==> config.mk <==
export PLATFORM = sky130hd
export DESIGN_NAME = ekf_pwm_dac
export DESIGN_NICKNAME = d
export VERILOG_FILES = /design/src/rtl/ekf_pwm_dac.sv
export SDC_FILE = /design/constraint.sdc
export NUM_CORES = 1
export LEC_CHECK = 0
export ABC_AREA = 1
export BUFFER_PORTS_ARGS = -buffer_cell sky130_fd_sc_hd__buf_4
export CORE_MARGIN = 2
export CORE_UTILIZATION = 40
export DETAILED_ROUTE_END_ITERATION = 8
export GPL_ROUTABILITY_DRIVEN = 0
export HOLD_SLACK_MARGIN = 0.1
export PLACE_DENSITY = 0.55
export SYNTH_ARGS = -nofsm -noshare
export SYNTH_HDL_FRONTEND = slang
export SYNTH_SLANG_ARGS = --single-unit
==> constraint.sdc <==
create_clock -name clk -period 2.05 [get_ports clk]
set_clock_uncertainty 0.1 [all_clocks]
set_input_delay 0.41 -clock clk [delete_from_list [all_inputs] [get_ports clk]]
set_output_delay 0.41 -clock clk [all_outputs]
set_load 0.02 [all_outputs]
==> src/rtl/ekf_pwm_dac.sv <==
// Four-channel PWM output stage: SOC, SOH, fault code and heartbeat, with
// double-buffered duty thresholds that only change on a period boundary.
module ekf_pwm_dac #(
  parameter int unsigned CLK_FREQ     = 20_000_000,
  parameter int unsigned PWM_FREQ     = 20_000,
  parameter int unsigned PWM_RES      = 10,
  parameter int unsigned HEARTBEAT_HZ = 1,
  parameter int unsigned DATA_WIDTH   = 32,
  parameter int unsigned FRAC_BITS    = 16
) (
  input  logic                  clk,
  input  logic                  rst_n,
  input  logic                  upd_valid,
  input  logic [DATA_WIDTH-1:0] soc_in,
  input  logic [DATA_WIDTH-1:0] soh_in,
  input  logic [7:0]            fault_in,
  input  logic [1:0]            mode_in,
  output logic [3:0]            pwm_out,
  output logic                  period_start,
  output logic                  upd_ack
);

  localparam int unsigned PERIOD  = CLK_FREQ / PWM_FREQ;
  localparam int unsigned CNT_W   = $clog2(PERIOD);
  localparam int unsigned HB_HALF = CLK_FREQ / (2 * HEARTBEAT_HZ);
  localparam int unsigned HB_W    = (HB_HALF > 1) ? $clog2(HB_HALF) : 1;
  localparam int unsigned PROD_W  = PWM_RES + CNT_W + 1;
  localparam int unsigned NCH     = 3;

  localparam logic [DATA_WIDTH-1:0] ONE_Q    = DATA_WIDTH'(1) << FRAC_BITS;
  localparam logic [CNT_W-1:0]      CNT_LAST = CNT_W'(PERIOD - 1);
  localparam logic [HB_W-1:0]       HB_LAST  = HB_W'(HB_HALF - 1);
  localparam logic [PWM_RES-1:0]    CODE_MID = PWM_RES'(1) << (PWM_RES - 1);

  logic [CNT_W-1:0]            cnt;
  logic [HB_W-1:0]             hb_cnt;
  logic                        hb_level;
  logic [NCH-1:0][PWM_RES-1:0] code_c;
  logic [NCH-1:0][CNT_W-1:0]   thr_c;
  logic [NCH-1:0][CNT_W-1:0]   thr_sh;
  logic [NCH-1:0][CNT_W-1:0]   thr_act;
  logic [1:0]                  mode_sh;
  logic [1:0]                  mode_act;

  // Q16.16 to duty code: negatives clamp to 0, >= 1.0 saturates to full scale.
  function automatic logic [PWM_RES-1:0] to_code(input logic [DATA_WIDTH-1:0] v);
    logic [PWM_RES-1:0] c;
    if (v[DATA_WIDTH-1])
      c = '0;
    else if (v >= ONE_Q)
      c = '1;
    else
      c = v[FRAC_BITS-1 -: PWM_RES];
    return c;
  endfunction

  // Full-width product before the shift so no threshold precision is lost.
  function automatic logic [CNT_W-1:0] to_thr(input logic [PWM_RES-1:0] code);
    logic [PROD_W-1:0] prod;
    prod = PROD_W'(code) * PROD_W'(PERIOD);
    return CNT_W'(prod >> PWM_RES);
  endfunction

  // Duty codes with mode override, converted to thresholds at capture time.
  always_comb begin
    code_c[0] = to_code(soc_in);
    code_c[1] = to_code(soh_in);
    code_c[2] = PWM_RES'({fault_in, 2'b00});
    if (mode_in[0]) begin
      code_c = '0;
    end else if (mode_in[1]) begin
      for (int unsigned ch = 0; ch < NCH; ch++) code_c[ch] = CODE_MID;
    end
    for (int unsigned ch = 0; ch < NCH; ch++) thr_c[ch] = to_thr(code_c[ch]);
  end

  always_ff @(posedge clk or negedge rst_n) begin
    if (!rst_n)
      cnt <= '0;
    else if (cnt == CNT_LAST)
      cnt <= '0;
    else
      cnt <= cnt + CNT_W'(1);
  end

  always_ff @(posedge clk or negedge rst_n) begin
    if (!rst_n) begin
      hb_cnt   <= '0;
      hb_level <= 1'b0;
    end else if (hb_cnt == HB_LAST) begin
      hb_cnt   <= '0;
      hb_level <= ~hb_level;
    end else begin
      hb_cnt   <= hb_cnt + HB_W'(1);
    end
  end

  // Shadow capture on strobe; last strobe wins.
  always_ff @(posedge clk or negedge rst_n) begin
    if (!rst_n) begin
      thr_sh  <= '0;
      mode_sh <= 2'b00;
    end else if (upd_valid) begin
      thr_sh  <= thr_c;
      mode_sh <= mode_in;
    end
  end

  // Active set swaps only on the last count so a period never changes mid-way.
  always_ff @(posedge clk or negedge rst_n) begin
    if (!rst_n) begin
      thr_act  <= '0;
      mode_act <= 2'b00;
    end else if (cnt == CNT_LAST) begin
      thr_act  <= thr_sh;
      mode_act <= mode_sh;
    end
  end

  always_ff @(posedge clk or negedge rst_n) begin
    if (!rst_n) begin
      pwm_out      <= '0;
      period_start <= 1'b0;
      upd_ack      <= 1'b0;
    end else begin
      for (int unsigned ch = 0; ch < NCH; ch++) pwm_out[ch] <= (cnt < thr_act[ch]);
      pwm_out[3]   <= hb_level & ~mode_act[0];
      period_start <= (cnt == '0);
      upd_ack      <= upd_valid;
    end
  end

endmodule

# After elaboration in Yosys (flattened, before gate mapping)
# Index checks and enable logic that the tools add are counted.
# W data, S select, Z words.
[op_classes]
addsub = 2
mul = 3
order_cmp = 5
n_eq_ne = 2
n_mux = 8
bitwise_logic = 3
n_reduce_logical = 1
[ops]
columns = ["operator", "n"]
rows = [
  ["$ge A32 B17 Y1 const B", 2],
  ["$mux W30", 2],
  ["$mul A10 B7 Y17 const B", 3],
  ["$mux W10", 5],
  ["$lt A10 B10 Y1", 3],
  ["$add A24 B1 Y24 const B", 1],
  ["$eq A24 B24 Y1 const B", 1],
  ["$mux W24", 1],
  ["$add A10 B1 Y10 const B", 1],
  ["$eq A10 B10 Y1 const B", 1],
  ["$logic_not A10 Y1", 1],
  ["$not A1 Y1", 2],
  ["$and A1 B1 Y1", 1],
]
[word_totals]
ff_bits = 103
out_inout_bits = 6

# Longest topological paths before layout
# Gate-level depths: netlist (run 1).
[depth]
depth_word = 6
depth_mapped = 23

# Least setup slack after synthesis (run 1)
# Ideal clock, no wire load.
[synth_timing]
path_kind = "in2reg"
start = "input soc_in[25]"
end = "register thr_sh[9] in the netlist's numbering"
arrival_ns = 4.789
slack_ns = -2.957
stages = 21
n_path_buf = 0
cell_sequence = "nor2_1 nand2_1 nor2_1 nand2_1 o21ai_0 inv_1 ha_1 inv_1 fa_1 fa_1 fa_1 inv_1 ha_1 a21oi_1 o21ai_0 a21oi_1 o21ai_2 nand2_1 nand3_1 nand3_1 nand2_1"
[synth_between]
elab_chain_cells = 6
[synth_rtl]
columns = ["item", "line", "rtl"]
rows = [
  ["from (decl)", "14", "input logic [DATA_WIDTH-1:0] soc_in,"],
  ["$ge A32 B17 Y1", "50", "else if (v >= ONE_Q)"],
  ["$mux W10", "50", ""],
  ["$mux W10", "48", "if (v[DATA_WIDTH-1])"],
  ["$mux W30", "71", "end else if (mode_in[1]) begin"],
  ["$mux W30", "69", "if (mode_in[0]) begin"],
  ["$mul A10 B7 Y17", "60", "prod = PROD_W'(code) * PROD_W'(PERIOD);"],
  ["to (signal assigned)", "104", "thr_sh <= thr_c;"],
  ["to (decl)", "40", "logic [NCH-1:0][CNT_W-1:0] thr_sh;"],
]
# Every way passes these cells.
# A chain may end at the register's enable or synchronous reset.

# Worst setup path in the final report (run 1)
# Same ends and word-level chain as after synthesis.

==> results.toml, run 1 <==
[global_route]
grt_max_degree = 46
grt_pass1_wl_um = 41400
grt_pass1_vias = 9134
antenna_found_initial = 0
gr-usage-all-layers_pct = 18.8
grt_overflow = 0

[sta]
layout_setup_ws_ns = -2.22
rsz0062_at_grt = "true"
fin_crit_sh_pct = 208
slew-limit-headroom_pct = 47.1
drv_slew = 0
finalHoldViolCount = 0
fmax_ghz = 0.234
timing.hold.ws_ns = 0.343
setup_viol = 30
finalCriticalPeriod_ns = 4.27
tightest_slew_ns = 0.788

[worst_setup_path]
path_buf_inv = 4
crit_type = "in2reg"
reg2reg_depth = 13
crit_fanout = 6
end_kind = "register"
slowest_stage = "fa_1"
cpPeakStageDelay_ns = 0.55
r2r-start = "hb_cnt[0]$_DFF_PN0_"
arrival_ns = 4.41
cp_cell_sequence = "buf_4 -> nor2_4 -> nand2_2 -> nor2_4 -> nand2_4 -> o21ai_2 -> inv_2 -> fa_1 -> inv_2 -> fa_1 -> fa_2 -> fa_1 -> inv_2 -> ha_4 -> nand2_4 -> nor2_4 -> nand2_1 -> o21ai_2 -> nand2_1 -> nand2_1 -> nand2_1 -> nand3_1 -> nand2_1"
r2r_slack_ns = 0.07
crit_required_ns = 2.19
path_common_cell = "nand2_1"
reg2reg_to = "hb_cnt[18]$_DFF_PN0_"
path_delay_family = "adder cells"
setup.worst_path.start_class = "input port"

[cts]
htree_levels = 3
numCtsBuffers = 9
clockBufferDepth = 2
cts_root_buffer = "clkbuf_16"
clkLatencyLatePin_ns = 0.35
clkTransAtPathRegs_ns = 0.07
clock-sinks = 103
cts_tree = "yes"

[layout]
antennaDiodeCount = 0
final_cell_mix = "buf_4 (248), inv_1 (226), nand2_1 (167)"
fillCellCount = 2212
finalInstanceArea_um2 = 14900
areaGrowthSynthToFinish_pct = 46.8
finalNonFillerCells = 1880
final_util_pct = 59.5
layout.nets = 1846
multiInputGateArea_um2 = 8010
regArea_um2 = 2580
final_common_cell = "buf_4"
drive_above_1_share_pct = 36.6

[placed_design]
dp_hpwl_um = 18400
numPortBuffers = 70
dpl_cell_area_um2 = 12800
dp_cells = 1795

[route]
post-route-drc-count = 0
post_drt_wl_per_cell_um = 12.7
via_count = 8879
viasPerCell = 4.72
ant_nets = 0
routed_wl_um = 23900
drtIter0Drc = 291
drt_pass1_iterations = 5

[yosys]
syn-cell-area_um2 = 10100
syn_nets = 1543
ys_seq_elements = 103
yosysSeqAreaShare_pct = 25.4
synthFlopType = "dfrtp_1"
synth_cell_types = 43
synth_edf_count = 0
yosysWarnings = 0
syn_inst = 1242
avgSynthCellArea_um2 = 8.17
async_flop_share_pct = 100

[floorplan]
dieArea_um2 = 26700
start_util_pct = 40.5
row_count = 58
pin_count = 83
core_area_um2 = 25000
die_h_um = 163
die_x_um = 163

[hold_path]
worstHoldPathCells = 1
hp-start = "mode_act[0]$_DFFE_PN0N_"
whs_endpoint = "pwm_out[3]$_DFF_PN0_"
holdCritPathClass = "reg2reg"

[power]
power_density_nw_per_um2 = 540
p_leak_uw = 0.00752
finalPower_uw = 8040
ir_worst_vdd_uv = 580

[flow_run]
maxCapViolCount = 0

[run_status]
status = "finished, violations left"
violations = "negative setup slack"
==> timing repair <==
action	in CTS	in global routing
hold buffers	1	0
pin swaps	118	104
setup buffers	47	23
endpoints found under the hold margin	21	0
endpoints found under the setup margin	30	39
gates resized for setup	124	156
==> cell families after synthesis <==
| logic type | share of synthesized area [%] |
|---|---|
| simple gates | 18.8 |
| buf+inv | 10.3 |
| fa+ha+maj | 33.3 |
| compound gates | 9.69 |
| flops | 25.4 |
| xor+xnor | 2.50 |
==> metal layers <==
layer,part of all wire (%),track usage (%)
met1,47,25.3
met2,49,32.6
met3,2.4,1.90
met4,1.7,4.38
met5,0,0
==> cell type report <==
class / count / area share (%)
clock inverter: 5 / 0.319
multi-input combinational: 862 / 53.7
tap: 330 / 2.77
inverter: 261 / 6.63
clock buffer: 11 / 1.70
sequential: 103 / 17.3
timing repair buffer: 308 / 17.5
==> where the power goes <==
| group | internal [µW] | leakage, µW | switching (µW) |
|---|---|---|---|
| clock | 917 | 0.000147 | 800 |
| combinational | 2020 | 0.00602 | 2000 |
| sequential | 2220 | 0.00136 | 81.6 |
| total | 5160 | 0.00752 | 2890 |
==> through the flow <==
step	setup WS, ns	setup TNS [ns]
detailed placement	-2.62	-72.29
global placement	-2.54	-71.28
global route	-2.45	-65.49
CTS	-2.16	-58.46
finish	-2.22	-59.36
floorplan	-2.36	-63.98
==> Yosys cell counts (all sizes together), types with 5 or more instances <==
| library cell | n | area (µm²) |
|---|---|---|
| nand3 | 56 | 290 |
| xnor2 | 12 | 105 |
| nand4 | 25 | 156 |
| nor2 | 86 | 363 |
| inv | 259 | 972 |
| dfrtp | 103 | 2580 |
| nor4 | 8 | 50.1 |
| nand2 | 223 | 847 |
| xor2 | 17 | 149 |
| o21bai | 8 | 67.6 |
| a21oi | 60 | 300 |
| nor3 | 21 | 116 |
| or2 | 5 | 31.3 |
| clkbuf | 13 | 48.8 |
| fa | 77 | 1540 |
| o21ai | 93 | 473 |
| ha | 147 | 1840 |
==> how the worst max path moves through the flow <==
stage,from,endpoint,cells past startpoint
floorplan,mode_in[0],thr_sh[19]$_DFFE_PN0P_,22
global placement,soh_in[21],thr_sh[19]$_DFFE_PN0P_,22
detailed placement,soc_in[27],thr_sh[9]$_DFFE_PN0P_,23
CTS,soc_in[23],thr_sh[9]$_DFFE_PN0P_,23
global route,soc_in[25],thr_sh[9]$_DFFE_PN0P_,23
finish,soc_in[25],thr_sh[9]$_DFFE_PN0P_,23
==> flip-flops by register name (all words and copies together), names as in the netlist, 4 cells and up <==
signal and cells:
pwm_out 4, thr_act 30, cnt 10, thr_sh 30, hb_cnt 24
Power figures use the tool's default switching activity.
==> run 2: changes to the inputs <==
--- a/config.mk
+++ b/config.mk
@@ -13,6 +13,7 @@
 export GPL_ROUTABILITY_DRIVEN = 0
 export HOLD_SLACK_MARGIN = 0.1
 export PLACE_DENSITY = 0.55
+export SETUP_SLACK_MARGIN = 0.2
 export SYNTH_ARGS = -nofsm -noshare
 export SYNTH_HDL_FRONTEND = slang
 export SYNTH_SLANG_ARGS = --single-unit
==> results.toml, run 2 (synthesized netlist as in run 1, its figures left out) <==
[route]
via_count = 9149
ant_nets = 0
post-route-drc-count = 0
routed_wl_um = 25600
viasPerCell = 4.77
post_drt_wl_per_cell_um = 13.3
drt_pass1_iterations = 5
drtIter0Drc = 291

[hold_path]
holdCritPathClass = "reg2reg"

[layout]
multiInputGateArea_um2 = 8000
layout.nets = 1885
fillCellCount = 2169
finalNonFillerCells = 1918
final_cell_mix = "buf_4 (261), inv_1 (224), nand2_1 (149)"
areaGrowthSynthToFinish_pct = 50.8
antennaDiodeCount = 0
final_common_cell = "buf_4"
drive_above_1_share_pct = 40.2
regArea_um2 = 2580
top_regs = "thr_act (30), thr_sh (30), hb_cnt (24)"

[sta]
layout_setup_ws_ns = -2.21
finalCriticalPeriod_ns = 4.26
drv_slew = 0
fin_crit_sh_pct = 208
slew-limit-headroom_pct = 48.8
tightest_slew_ns = 0.763
rsz0062_at_grt = "true"
fmax_ghz = 0.235
fin_tns_setup_ns = -59.77
setup_viol = 30
finalHoldViolCount = 0

[power]
p_leak_uw = 0.00783
power_density_nw_per_um2 = 502
ir_worst_vdd_uv = 426

[worst_setup_path]
r2r-start = "hb_cnt[0]$_DFF_PN0_"
reg2reg_to = "hb_cnt[18]$_DFF_PN0_"
crit_fanout = 4
end_kind = "register"
arrival_ns = 4.38
crit_type = "in2reg"
worstSetupEndpoint = "thr_sh[15]$_DFFE_PN0P_"
setup.worst_path.start_class = "input port"
crit_required_ns = 2.17
reg2reg_depth = 13
r2r_slack_ns = 0.08
startpoint = "mode_in[0]"

[flow_run]
maxCapViolCount = 0

[floorplan]
start_util_pct = 40.5
row_count = 58
die_x_um = 163
pin_count = 83
dieArea_um2 = 26700
core_area_um2 = 25000
die_h_um = 163

[cts]
cts_tree = "yes"
numCtsBuffers = 9
clkLatencyLatePin_ns = 0.36
clockBufferDepth = 2
cts_root_buffer = "clkbuf_16"
clock-sinks = 103
clkTransAtPathRegs_ns = 0.07
htree_levels = 3

[global_route]
grt_max_degree = 45
grt_overflow = 0
antenna_found_initial = 0
grt_pass1_wl_um = 41200
grt_pass1_vias = 9051
gr-usage-all-layers_pct = 18.8

[run_status]
status = "finished, violations left"
violations = "negative setup slack"

[placed_design]
dp_cells = 1797
numPortBuffers = 70
dp_hpwl_um = 18500
dpl_worst_slack_ns = -2.59
[run 2: power by group]
part	internal, µW	switching, µW	leakage [µW]
Sequential	2220	124	0.00136
Clock	817	759	0.000125
Combinational	1900	1870	0.00635
Total	4930	2750	0.00783
[run 2: timing repair]
action / 4_1_cts / 5_1_grt
pin swaps: 102 / 104
buffers inserted: 57 / 41
endpoints found under the setup margin: 41 / 84
hold endpoints to repair: 34 / 0
hold buffers: 1 / 0
gates cloned: 0 / 7
gates resized for setup: 144 / 211
[run 2: through the flow]
stage / hold slack (ns) / utilization (%) / instance area [µm²] / power, µW
after detailed placement: 0.324 / 51.3 / 12800 / 5420
after CTS: 0.335 / 56.4 / 14100 / 7400
after floorplan: 0.0144 / - / 10600 / 4190
final: 0.342 / 61.1 / 15300 / 7690
after global placement: 0.322 / 51.3 / 12800 / 5380
after global routing: 0.354 / 61.1 / 15300 / 8260
[run 2: critical path, cell delays in order]
cell and delay, ns:
buf_12 0.11, nor2_4 0.13, inv_4 0.08, nor2_4 0.14, buf_4 0.14, o21ai_4 0.07
buf_4 0.14, fa_1 0.53, inv_1 0.05, fa_1 0.48, inv_1 0.05, fa_1 0.45
fa_1 0.51, inv_2 0.05, ha_4 0.24, a21oi_4 0.15, o21ai_0 0.12, a21oi_2 0.14
o21ai_2 0.08, buf_4 0.13, xnor2_1 0.12, o21ai_1 0.07
[run 2: how the worst min path moves through the flow]
| stage | from | end | slack, ns | cells after the start |
|---|---|---|---|---|
| after detailed placement | rst_n | hb_cnt[18]$_DFF_PN0_ | 0.32 | 1 |
| final | mode_act[0]$_DFFE_PN0N_ | pwm_out[3]$_DFF_PN0_ | 0.34 | 1 |
| after global placement | rst_n | thr_sh[27]$_DFFE_PN0P_ | 0.32 | 1 |
| after global routing | mode_act[0]$_DFFE_PN0N_ | pwm_out[3]$_DFF_PN0_ | 0.35 | 1 |
| after CTS | mode_act[0]$_DFFE_PN0N_ | pwm_out[3]$_DFF_PN0_ | 0.34 | 1 |
| after floorplan | rst_n | cnt[0]$_DFF_PN0_ | 0.01 | 0 |
[run 2: area by class of cell]
class                      count  area share, %
clock buffer                  10           1.50
tap                          330           2.70
inverter                     261           6.50
sequential                   103           16.9
timing repair buffer         347           20.0
multi-input combinational    862           52.2
clock inverter                 5          0.221
[run 2: layer usage]
metal	routed length [µm]	track usage, %	vias to the layer above
met5	0	0	-
li1	-	-	4670
met1	11800	25.1	4322
met3	586	1.37	22
met2	12800	32.9	135
met4	375	5.15	0
==> run 3: changes to the inputs <==
--- a/config.mk
+++ b/config.mk
@@ -5,7 +5,6 @@
 export SDC_FILE = /design/constraint.sdc
 export NUM_CORES = 1
 export LEC_CHECK = 0
-export ABC_AREA = 1
 export BUFFER_PORTS_ARGS = -buffer_cell sky130_fd_sc_hd__buf_4
 export CORE_MARGIN = 2
 export CORE_UTILIZATION = 40
==> results.toml, run 3 <==
[run_status]
status = "finished, violations left"
violations = "negative setup slack"

[route]
drt_pass1_iterations = 4
routed_wl_um = 18800
via_count = 7008
viasPerCell = 4.80
post_drt_wl_per_cell_um = 12.9
ant_nets = 0
drtIter0Drc = 216
post-route-drc-count = 0

[power]
p_switching_uw = 2180
p_int_uw = 4760
p_sw_share_pct = 31.4
power_density_nw_per_um2 = 525
ir_worst_vdd_uv = 461
clockPowerShare_pct = 25.1
p_leak_uw = 0.00668
p_comb_share_pct = 39.8
seqPwrFrac_pct = 35.0

[layout]
finalInstanceArea_um2 = 13200
final_common_cell = "buf_4"
layout.nets = 1470
drive_above_1_share_pct = 40.0
final_cell_mix = "buf_4 (214), inv_1 (142), ha_1 (126)"
finalNonFillerCells = 1459
areaGrowthSynthToFinish_pct = 43.7
antennaDiodeCount = 0
top_regs = "thr_act (30), thr_sh (30), hb_cnt (24)"

[worst_setup_path]
crit_type = "in2reg"
cp_cell_sequence = "buf_8 -> nor4_4 -> nand4_1 -> buf_6 -> o21a_1 -> fa_1 -> xor2_1 -> ha_1 -> inv_2 -> fa_1 -> inv_2 -> fa_1 -> ha_4 -> a21o_1 -> a21oi_2 -> o21ai_2 -> o21a_1 -> o41a_1 -> a311o_1 -> xor2_1 -> mux2_4"
cpPeakStageDelay_ns = 0.54
path_buf_inv = 4
end_kind = "register"
slowest_stage = "fa_1"
crit_required_ns = 2.19
path_common_cell = "fa_1"
path_delay_family = "adder cells"
arrival_ns = 5.26
crit_fanout = 8
setup.worst_path.start_class = "input port"

[placed_design]
dpl_worst_slack_ns = -3.54
dpl_cell_area_um2 = 11700
numPortBuffers = 70
dp_cells = 1406
dp_hpwl_um = 14700

[floorplan]
pin_count = 83
start_util_pct = 40.7
row_count = 55
core_area_um2 = 22600
die_h_um = 156
dieArea_um2 = 24200
die_x_um = 156

[cts]
clockBufferDepth = 2
cts_root_buffer = "clkbuf_16"
clkTransAtPathRegs_ns = 0.07
numCtsBuffers = 9
cts_tree = "yes"
htree_levels = 3
clkLatencyLatePin_ns = 0.34
clock-sinks = 103

[sta]
tightest_slew_ns = 0.426
rsz0062_at_grt = "true"
layout_setup_ws_ns = -3.07
drv_slew = 0
finalHoldViolCount = 0
fin_tns_setup_ns = -70.81
fin_crit_sh_pct = 250
slew-limit-headroom_pct = 71.3
finalCriticalPeriod_ns = 5.12
setup_viol = 30
timing.hold.ws_ns = 0.323
fmax_ghz = 0.195

[yosys]
synth.most_common_cell = "inv_1"
syn-cell-area_um2 = 9190
netlist_top_cells_count = "inv_1 (159), ha_1 (147), dfrtp_1 (103), fa_1 (77), nand2_1 (54)"
syn_nets = 1206
yosysTopAreaCell = "dfrtp_1"
yosysWarnings = 0
synthTopCellsByArea = "dfrtp_1 (28%), ha_1 (20%), fa_1 (17%), inv_1 (6.5%), xnor2_1 (3.2%)"
synthFlopType = "dfrtp_1"
avgSynthCellArea_um2 = 10.2
async_flop_share_pct = 100
synth_edf_count = 0
syn_inst = 905
synth_cell_types = 50
yosysSeqAreaShare_pct = 28.0
ys_seq_elements = 103
synth_top_area_share_pct = 28.0

[global_route]
antenna_found_initial = 0
gr-usage-all-layers_pct = 15.7
grt_pass1_wl_um = 31600
grt_max_degree = 47
grt_overflow = 0
grt_pass1_vias = 6946

[flow_run]
maxCapViolCount = 0

[hold_path]
holdCritPathClass = "in2reg"
-- run 3: cell types whose count changed after synthesis, moves of 17 or more --
| cell | delta |
|---|---|
| nand4_1 | -17 |
| xnor2_1 | +22 |
| nand2_1 | -165 |
| o21ai_0 | -37 |
| a21oi_1 | -36 |
| nor2_1 | -42 |
| mux2_2 | +25 |
| inv_1 | -98 |
| nand3_1 | -34 |
| a21o_1 | +18 |
-- run 3: worst register-to-register path: cells and delay by family (launching register included) --
family,cells,cell delay (ns)
compound gates,7,0.98
buf+inv,1,0.15
flops,1,0.46
fa+ha+maj,1,0.23
-- run 3: through the flow --
stage	utilization, %	power [µW]
floorplan	-	3900
global placement	52.0	4800
detailed placement	52.0	4820
CTS	55.0	6750
global route	58.5	7460
finish	58.5	6940
-- run 3: worst paths after layout --
check | cells after the start | end | from | slack (ns)
setup / recovery | 21 | thr_sh[8]$_DFFE_PN0P_ | soc_in[31] | -3.07
hold / removal | 2 | upd_ack$_DFF_PN0_ | upd_valid | 0.32
setup reg to reg | 9 | pwm_out[0]$_DFF_PN0_ | cnt[1]$_DFF_PN0_ | 0.06
hold reg to reg | 1 | pwm_out[3]$_DFF_PN0_ | mode_act[0]$_DFFE_PN0N_ | 0.34
max in group asynchronous | 3 | cnt[0]$_DFF_PN0_ | rst_n | 0.81
min in group asynchronous | 2 | hb_cnt[10]$_DFF_PN0_ | rst_n | 0.45
-- run 3: per-layer routing --
metal / track usage (%) / share of wire [%] / vias up
met5: 0 / 0 / -
met4: 2.66 / 0.76 / 0
met3: 2.14 / 1.8 / 13
met2: 25.8 / 48 / 63
met1: 22.6 / 49 / 3384
li1: - / - / 3548
-- run 3: cells by family (layout without fill, tap and decap cells) --
family | after synthesis | in the layout | synth area share, %
xor+xnor | 58 | 58 | 5.53
buf+inv | 173 | 442 | 7.06
simple gates | 185 | 185 | 10.2
compound gates | 137 | 137 | 9.39
fa+ha+maj | 224 | 224 | 36.8
mux | 25 | 25 | 3.06
flops | 103 | 103 | 28.0
-- run 3: what timing repair did --
action                                  4_1_cts  5_1_grt
buffers inserted                             10       19
hold endpoints to repair                     29        0
resized for setup                            68      143
hold buffers                                  1        0
endpoints found under the setup margin       38       68
pin swaps                                    30       35
cloned                                        1        6
-- run 3: final cells by class --
cell class / instances / area, µm²
tap: 285 / 357
multi-input combinational: 629 / 7020
clock inverter: 7 / 77.6
clock buffer: 9 / 225
sequential: 103 / 2580
fill: 1997 / 9360
timing repair buffer: 267 / 2360
inverter: 159 / 597
-- run 3: power groups by stage --
stage               Sequential (µW)  Combinational [µW]  Clock [µW]
floorplan                      2380                1520           0
global placement               2420                2380           0
detailed placement             2430                2390           0
CTS                            2390                2560        1790
global route                   2460                3130        1870
finish                         2430                2760        1740
